[config.mk]
export PLATFORM = sky130hd
export DESIGN_NAME = spi_flash_word_reader
export DESIGN_NICKNAME = d
export VERILOG_FILES = /design/src/rtl/spi_flash_word_reader.sv
export SDC_FILE = /design/constraint.sdc
export NUM_CORES = 1
export LEC_CHECK = 0
export ABC_CLOCK_PERIOD_IN_PS = 1900
export CORE_UTILIZATION = 51
export CTS_BUF_LIST = sky130_fd_sc_hd__clkbuf_4 sky130_fd_sc_hd__clkbuf_8
export CTS_CLUSTER_SIZE = 12
export DETAILED_ROUTE_END_ITERATION = 10
export PLACE_DENSITY = 0.78
export RECOVER_POWER = 100
export SYNTH_ARGS = -nofsm -noshare
export SYNTH_HDL_FRONTEND = slang
export SYNTH_SLANG_ARGS = --single-unit
export TNS_END_PERCENT = 50
[constraint.sdc]
create_clock -name clk -period 1.9 [get_ports clk]
set_input_delay 0.57 -clock clk [delete_from_list [all_inputs] [get_ports clk]]
set_output_delay 0.57 -clock clk [all_outputs]
set_load 0.02 [all_outputs]
[src/rtl/spi_flash_word_reader.sv]
// Mode-0 single-lane SPI NOR read initiator: READ (0x03) + address, then one DATA_BITS word.
// Optional FLASH_SEQ_READ_EN keeps cs asserted between sequential words (HELD state).
`ifndef XLEN
`define XLEN 64
`endif

module spi_flash_word_reader #(
  parameter int ADDR_BITS   = 24,
  parameter int DATA_BITS   = `XLEN,
  parameter int SCLK_HALF   = 1,
  parameter int CS_HIGH_MIN = 2
) (
  input  logic                 clk,
  input  logic                 rst,
  input  logic                 req_valid,
  output logic                 req_ready,
  input  logic [ADDR_BITS-1:0] req_addr,
  output logic                 resp_valid,
  input  logic                 resp_ready,
  output logic [DATA_BITS-1:0] resp_data,
  output logic                 cs,
  output logic                 sclk,
  output logic                 si,
  input  logic                 so,
  output logic                 wp,
  output logic                 hold
);

`ifdef FLASH_SEQ_READ_EN
  localparam logic SEQ_EN = 1'b1;
`else
  localparam logic SEQ_EN = 1'b0;
`endif

  localparam logic [2:0] ST_IDLE = 3'd0;
  localparam logic [2:0] ST_CMD  = 3'd1;
  localparam logic [2:0] ST_ADDR = 3'd2;
  localparam logic [2:0] ST_DATA = 3'd3;
  localparam logic [2:0] ST_FIN  = 3'd4;
  localparam logic [2:0] ST_RESP = 3'd5;
  localparam logic [2:0] ST_GAP  = 3'd6;
  localparam logic [2:0] ST_HELD = 3'd7;

  localparam int TXW = 8 + ADDR_BITS;
  localparam int PW  = $clog2(2 * SCLK_HALF) + 1;
  localparam int BW  = $clog2((ADDR_BITS > DATA_BITS) ? ADDR_BITS : DATA_BITS) + 1;
  localparam int GW  = $clog2(CS_HIGH_MIN + 1) + 1;

  localparam logic [7:0]           CMD_READ  = 8'h03;
  localparam logic [PW-1:0]        PH_RISE   = PW'(SCLK_HALF - 1);
  localparam logic [PW-1:0]        PH_LAST   = PW'(2 * SCLK_HALF - 1);
  localparam logic [BW-1:0]        CMD_LAST  = BW'(7);
  localparam logic [BW-1:0]        ADDR_LAST = BW'(ADDR_BITS - 1);
  localparam logic [BW-1:0]        DATA_LAST = BW'(DATA_BITS - 1);
  localparam logic [GW-1:0]        GAP_MAX   = GW'(CS_HIGH_MIN);
  localparam logic [GW-1:0]        GAP_NEED  = (CS_HIGH_MIN > 0) ? GW'(CS_HIGH_MIN - 1) : GW'(0);
  localparam logic [ADDR_BITS-1:0] ADDR_STEP = ADDR_BITS'(DATA_BITS / 8);

  logic [2:0]           state_q, state_d;
  logic [PW-1:0]        ph_q, ph_d;
  logic [BW-1:0]        bit_q, bit_d;
  logic [TXW-1:0]       tx_q, tx_d;
  logic [DATA_BITS-1:0] rx_q, rx_d;
  logic [ADDR_BITS-1:0] last_addr_q, last_addr_d;
  logic [GW-1:0]        gap_q, gap_d;
  logic                 ready_en_q;
  logic                 cs_q, cs_d, sclk_q, sclk_d, si_q, si_d;
  logic                 resp_valid_q, resp_valid_d;
  logic [DATA_BITS-1:0] resp_data_q, resp_data_d;

  logic [TXW-1:0]       load_s;
  logic [DATA_BITS-1:0] swapped_s;
  logic                 seq_hit_s, gap_ok_s, req_ready_s, rise_s, bit_end_s;

  assign seq_hit_s   = SEQ_EN && (req_addr == last_addr_q + ADDR_STEP);
  assign gap_ok_s    = (gap_q >= GAP_NEED);
  assign req_ready_s = ready_en_q && (((state_q == ST_IDLE) && gap_ok_s) ||
                                      ((state_q == ST_HELD) && seq_hit_s));
  assign rise_s      = (ph_q == PH_RISE);
  assign bit_end_s   = (ph_q == PH_LAST);
  assign load_s      = {CMD_READ, req_addr};

  // Bytes arrive first-byte-first into the top of rx_q; repack little-endian.
  always_comb begin
    swapped_s = '0;
    for (int k = 0; k < DATA_BITS / 8; k++) begin
      swapped_s[8*k +: 8] = rx_q[DATA_BITS-8-8*k +: 8];
    end
  end

  always_comb begin
    state_d      = state_q;
    ph_d         = ph_q;
    bit_d        = bit_q;
    tx_d         = tx_q;
    rx_d         = rx_q;
    last_addr_d  = last_addr_q;
    cs_d         = cs_q;
    sclk_d       = sclk_q;
    si_d         = si_q;
    resp_valid_d = resp_valid_q;
    resp_data_d  = resp_data_q;
    // gap_q counts clk edges since cs last rose, saturating at CS_HIGH_MIN
    if (!cs_q) begin
      gap_d = '0;
    end else if (gap_q != GAP_MAX) begin
      gap_d = gap_q + GW'(1);
    end else begin
      gap_d = gap_q;
    end
    case (state_q)
      ST_IDLE: begin
        if (req_valid && req_ready_s) begin
          state_d     = ST_CMD;
          cs_d        = 1'b0;
          ph_d        = '0;
          bit_d       = '0;
          si_d        = load_s[TXW-1];
          tx_d        = load_s << 1;
          last_addr_d = req_addr;
        end else begin
          state_d = ST_IDLE;
        end
      end
      ST_CMD, ST_ADDR, ST_DATA: begin
        ph_d = ph_q + PW'(1);
        if (rise_s) begin
          sclk_d = 1'b1;
          if (state_q == ST_DATA) begin
            rx_d = {rx_q[DATA_BITS-2:0], so};
          end else begin
            rx_d = rx_q;
          end
        end else if (bit_end_s) begin
          sclk_d = 1'b0;
          ph_d   = '0;
          si_d   = tx_q[TXW-1];
          tx_d   = tx_q << 1;
          bit_d  = bit_q + BW'(1);
          if ((state_q == ST_CMD) && (bit_q == CMD_LAST)) begin
            state_d = ST_ADDR;
            bit_d   = '0;
          end else if ((state_q == ST_ADDR) && (bit_q == ADDR_LAST)) begin
            state_d = ST_DATA;
            bit_d   = '0;
          end else if ((state_q == ST_DATA) && (bit_q == DATA_LAST)) begin
            state_d = ST_FIN;
            bit_d   = '0;
          end else begin
            state_d = state_q;
          end
        end else begin
          sclk_d = sclk_q;
        end
      end
      ST_FIN: begin
        cs_d         = ~SEQ_EN;
        resp_valid_d = 1'b1;
        resp_data_d  = swapped_s;
        state_d      = ST_RESP;
      end
      ST_RESP: begin
        if (resp_ready) begin
          resp_valid_d = 1'b0;
          state_d      = SEQ_EN ? ST_HELD : ST_GAP;
        end else begin
          state_d = ST_RESP;
        end
      end
      ST_GAP: begin
        cs_d    = 1'b1;
        state_d = ST_IDLE;
      end
      ST_HELD: begin
        // sequential hit continues the open READ stream straight into DATA
        if (req_valid && req_ready_s) begin
          state_d     = ST_DATA;
          ph_d        = '0;
          bit_d       = '0;
          last_addr_d = req_addr;
        end else if (req_valid) begin
          cs_d    = 1'b1;
          state_d = ST_GAP;
        end else begin
          state_d = ST_HELD;
        end
      end
      default: begin
        state_d = ST_IDLE;
        cs_d    = 1'b1;
        sclk_d  = 1'b0;
      end
    endcase
  end

  always_ff @(posedge clk) begin
    if (!rst) begin
      state_q      <= ST_IDLE;
      ph_q         <= '0;
      bit_q        <= '0;
      tx_q         <= '0;
      rx_q         <= '0;
      last_addr_q  <= '0;
      gap_q        <= '0;
      ready_en_q   <= 1'b0;
      cs_q         <= 1'b1;
      sclk_q       <= 1'b0;
      si_q         <= 1'b0;
      resp_valid_q <= 1'b0;
      resp_data_q  <= '0;
    end else begin
      state_q      <= state_d;
      ph_q         <= ph_d;
      bit_q        <= bit_d;
      tx_q         <= tx_d;
      rx_q         <= rx_d;
      last_addr_q  <= last_addr_d;
      gap_q        <= gap_d;
      ready_en_q   <= 1'b1;
      cs_q         <= cs_d;
      sclk_q       <= sclk_d;
      si_q         <= si_d;
      resp_valid_q <= resp_valid_d;
      resp_data_q  <= resp_data_d;
    end
  end

  assign req_ready  = req_ready_s;
  assign resp_valid = resp_valid_q;
  assign resp_data  = resp_data_q;
  assign cs         = cs_q;
  assign sclk       = sclk_q;
  assign si         = si_q;
  assign wp         = 1'b1;
  assign hold       = 1'b1;

endmodule

==> impl_metrics.json <==
{
  "outcome": "complete, but fails checks",
  "violations": "setup timing",
  "slowest_delay_ns": 0.41,
  "worst_pin_slew_ns": 0.635,
  "dpl_worst_slack_ns": -0.315,
  "start_kind": "register",
  "skew_ns": 0.0121,
  "required_ns": 1.33,
  "grt_usage_pct": 23.1,
  "grt_max_degree": 78,
  "clock.fmax_ghz": 0.445,
  "grt_pass1_wl_um": 26500,
  "synth-seq-cells": 179,
  "crit_path_end_kind": "output pin",
  "worst_path_max_delay_cell": "or4_4",
  "area_growth_pct": 28.7,
  "num_antenna_cells": 0,
  "avgSynthCellArea_sq_um": 8.08,
  "async_flop_share_pct": 0,
  "use_met3_pct": 5.80,
  "first_global_vias": 5449,
  "dr.pass1.iters": 5,
  "fin_nets": 1000,
  "synth_cell_types": 47,
  "met2_usage_pct": 37.0,
  "hold_buffers": 0,
  "synth-edff-count": 0,
  "critPathKind": "reg2out",
  "p_per_area_mw_per_mm2": 1050,
  "viasPerCell": 5.23,
  "vias": 6036,
  "fp.dieW_um": 119,
  "clockRootBuffer": "clkbuf_8",
  "detailed_place_hpwl_um": 9340,
  "worstSetupStartpoint": "gap_q[1]",
  "worstPathArrival_ns": 1.68,
  "numPortBuffers": 97,
  "final_cell_mix": "nand2_1 (316), dfxtp_1 (178), a21oi_1 (142), dlygate4sd2_1 (68), clkdlybuf4s50_1 (27)",
  "routed_wl_um": 15800,
  "place_congestion": 0.880,
  "cap_viol_max_count": 0,
  "dp_cells": 1112,
  "fin_crit_ns": 2.25,
  "numCtsBuffers": 17,
  "p_leak_nw": 3.36,
  "endpoint": "req_ready",
  "finalHoldViolCount": 0,
  "die_area_sq_mm": 0.0142,
  "design_area_sq_mm": 0.00899,
  "tritoncts": "yes",
  "rr_endpoint": "tx_q[24]",
  "setup_violations": 40,
  "syn_area_sq_mm": 0.00699,
  "clk_latency_ns": 0.45,
  "final_common_cell": "nand2_1",
  "fin_cells": 1155,
  "post-route-period-util_pct": 118,
  "r2r_start": "gap_q[1]",
  "place_area_sq_mm": 0.00836,
  "fin_ws_ns": -0.349,
  "clock-sinks": 179,
  "yosysSeqAreaShare_pct": 51.3,
  "dominantRegCellSynth": "dfxtp_1",
  "hold_path_class": "reg2reg",
  "layout-drive-gt1-share_pct": 15.1,
  "die_h_um": 119,
  "wl_per_cell_um": 13.7,
  "grt_remaining_overflow": 0,
  "clock_path_buffers": 2,
  "ir_worst_vdd_mv": 0.816,
  "ioPinCount": 100,
  "drt-initial-drc-count": 525,
  "slew_viol_final": 0,
  "r2r_setup_slack_ns": -0.21,
  "synth_cells": 865,
  "grt.met1_usage_pct": 30.8,
  "core_sq_mm": 0.0133,
  "antenna_left": 0,
  "critPathMaxFanout": 3,
  "maxSlewHeadroom_pct": 57.7,
  "yosysWarnings": 0,
  "htree_num_levels": 4,
  "antenna_found_initial": 0,
  "grt.busiest_layer": "met2",
  "reg2reg_depth": 9,
  "start_util_pct": 52.6,
  "cts.clk_slew.worst_paths_ns": 0.08,
  "row_count": 42,
  "rsz0062_at_grt": "yes",
  "n_fill_cell": 1138,
  "crit_chain": "inv_2, ha_4, or4_4, and3_4, buf_6",
  "drc": 0
}
-- stage by stage --
step / power (mW) / utilization (%) / TNS, ns / hold WS, ns
floorplan: 5.81 / - / -1.66 / 0.432
global placement: 6.43 / 62.9 / -3.76 / 0.440
detailed placement: 6.50 / 62.9 / -5.15 / 0.446
CTS: 9.42 / 67.5 / -3.92 / 0.455
global route: 9.88 / 67.6 / -9.94 / 0.473
finish: 9.42 / 67.6 / -4.43 / 0.452
-- report_power, final --
part	switching, mW	total, mW	leakage, nW	internal [mW]
clock network	1.29	2.37	0.191	1.08
logic	1.55	2.87	1.73	1.32
registers	0.195	4.18	1.45	3.98
-- synthesized netlist by cell type, drive strengths merged (4+ instances only) --
| cell | number | share of area [%] |
|---|---|---|
| dfxtp | 179 | 51 |
| nand2 | 318 | 17 |
| or3 | 4 | 0.36 |
| nor2 | 43 | 2.3 |
| a31oi | 5 | 0.45 |
| a311oi | 23 | 4.9 |
| nor3 | 5 | 0.36 |
| clkbuf | 48 | 2.6 |
| ha | 4 | 0.72 |
| nand2b | 5 | 0.45 |
| a22oi | 6 | 0.64 |
| nand3 | 15 | 1.1 |
| a21oi | 143 | 10 |
| buf | 19 | 1.9 |
| o21ai | 8 | 0.57 |
-- routing by layer --
layer	vias to the layer above	wire length, um
li1	3095	-
met3	17	638
met4	0	174
met1	2801	7590
met2	123	7380
met5	-	0
-- area by class of cell --
class / count / area, sq um / share of cell area, %
flip-flops and latches: 179 / 3580 / 39.9
inverters: 3 / 16.3 / 0.181
clock buffers: 23 / 310 / 3.45
multi-input cells: 618 / 3280 / 36.5
clock inverters: 8 / 50.0 / 0.556
well taps: 176 / 220 / 2.45
repair buffers: 148 / 1530 / 17.0
-- worst max-delay path, delay by kind of cell, from the launching register on --
kind	cells	cell delay (ns)
AND/OR/NAND/NOR	2	0.58
flip-flops	1	0.35
adder cells (fa/ha/maj)	1	0.14
buffers and inverters	2	0.17
-- worst min path at each step --
stage                  start            end  slack (ns)  cells after the start
2_1_floorplan       rx_q[63]   resp_data[7]        0.43                      2
3_3_place_gp        rx_q[63]   resp_data[7]        0.44                      2
3_5_place_dp    resp_data[6]   resp_data[6]        0.45                      2
4_1_cts         resp_data[6]   resp_data[6]        0.46                      2
5_1_grt        resp_data[17]  resp_data[17]        0.47                      2
6_report        resp_data[3]   resp_data[3]        0.45                      2
-- logic make-up after synthesis --
group | Yosys count | synth area share [%]
DFF | 179 | 51.3
adders and majority gates | 4 | 0.716
other | 1 | 0.0537
AOI/OAI and AO/OA | 198 | 18.9
buffers and inverters | 70 | 4.64
xor gates and xnor gates | 1 | 0.125
and+or+nand+nor | 410 | 24.0
muxes | 2 | 0.286
-- sequential cells by signal, indices dropped and copies added (netlist names) --
name / count
ready_en_q: 1
si: 1
ph_q: 2
bit_q: 7
state_q: 3
resp_data: 64
gap_q: 3
sclk: 1
cs: 1
resp_valid: 1
rx_q: 64
tx_q: 31
-- what timing repair did --
action | CTS | global route
buffers inserted | 3 | 1
cloned | 8 | 0
pin swaps | 5 | 4
setup endpoints to repair | 108 | 43
resized for setup | 108 | 11
Power figures use the tool's default switching activity.
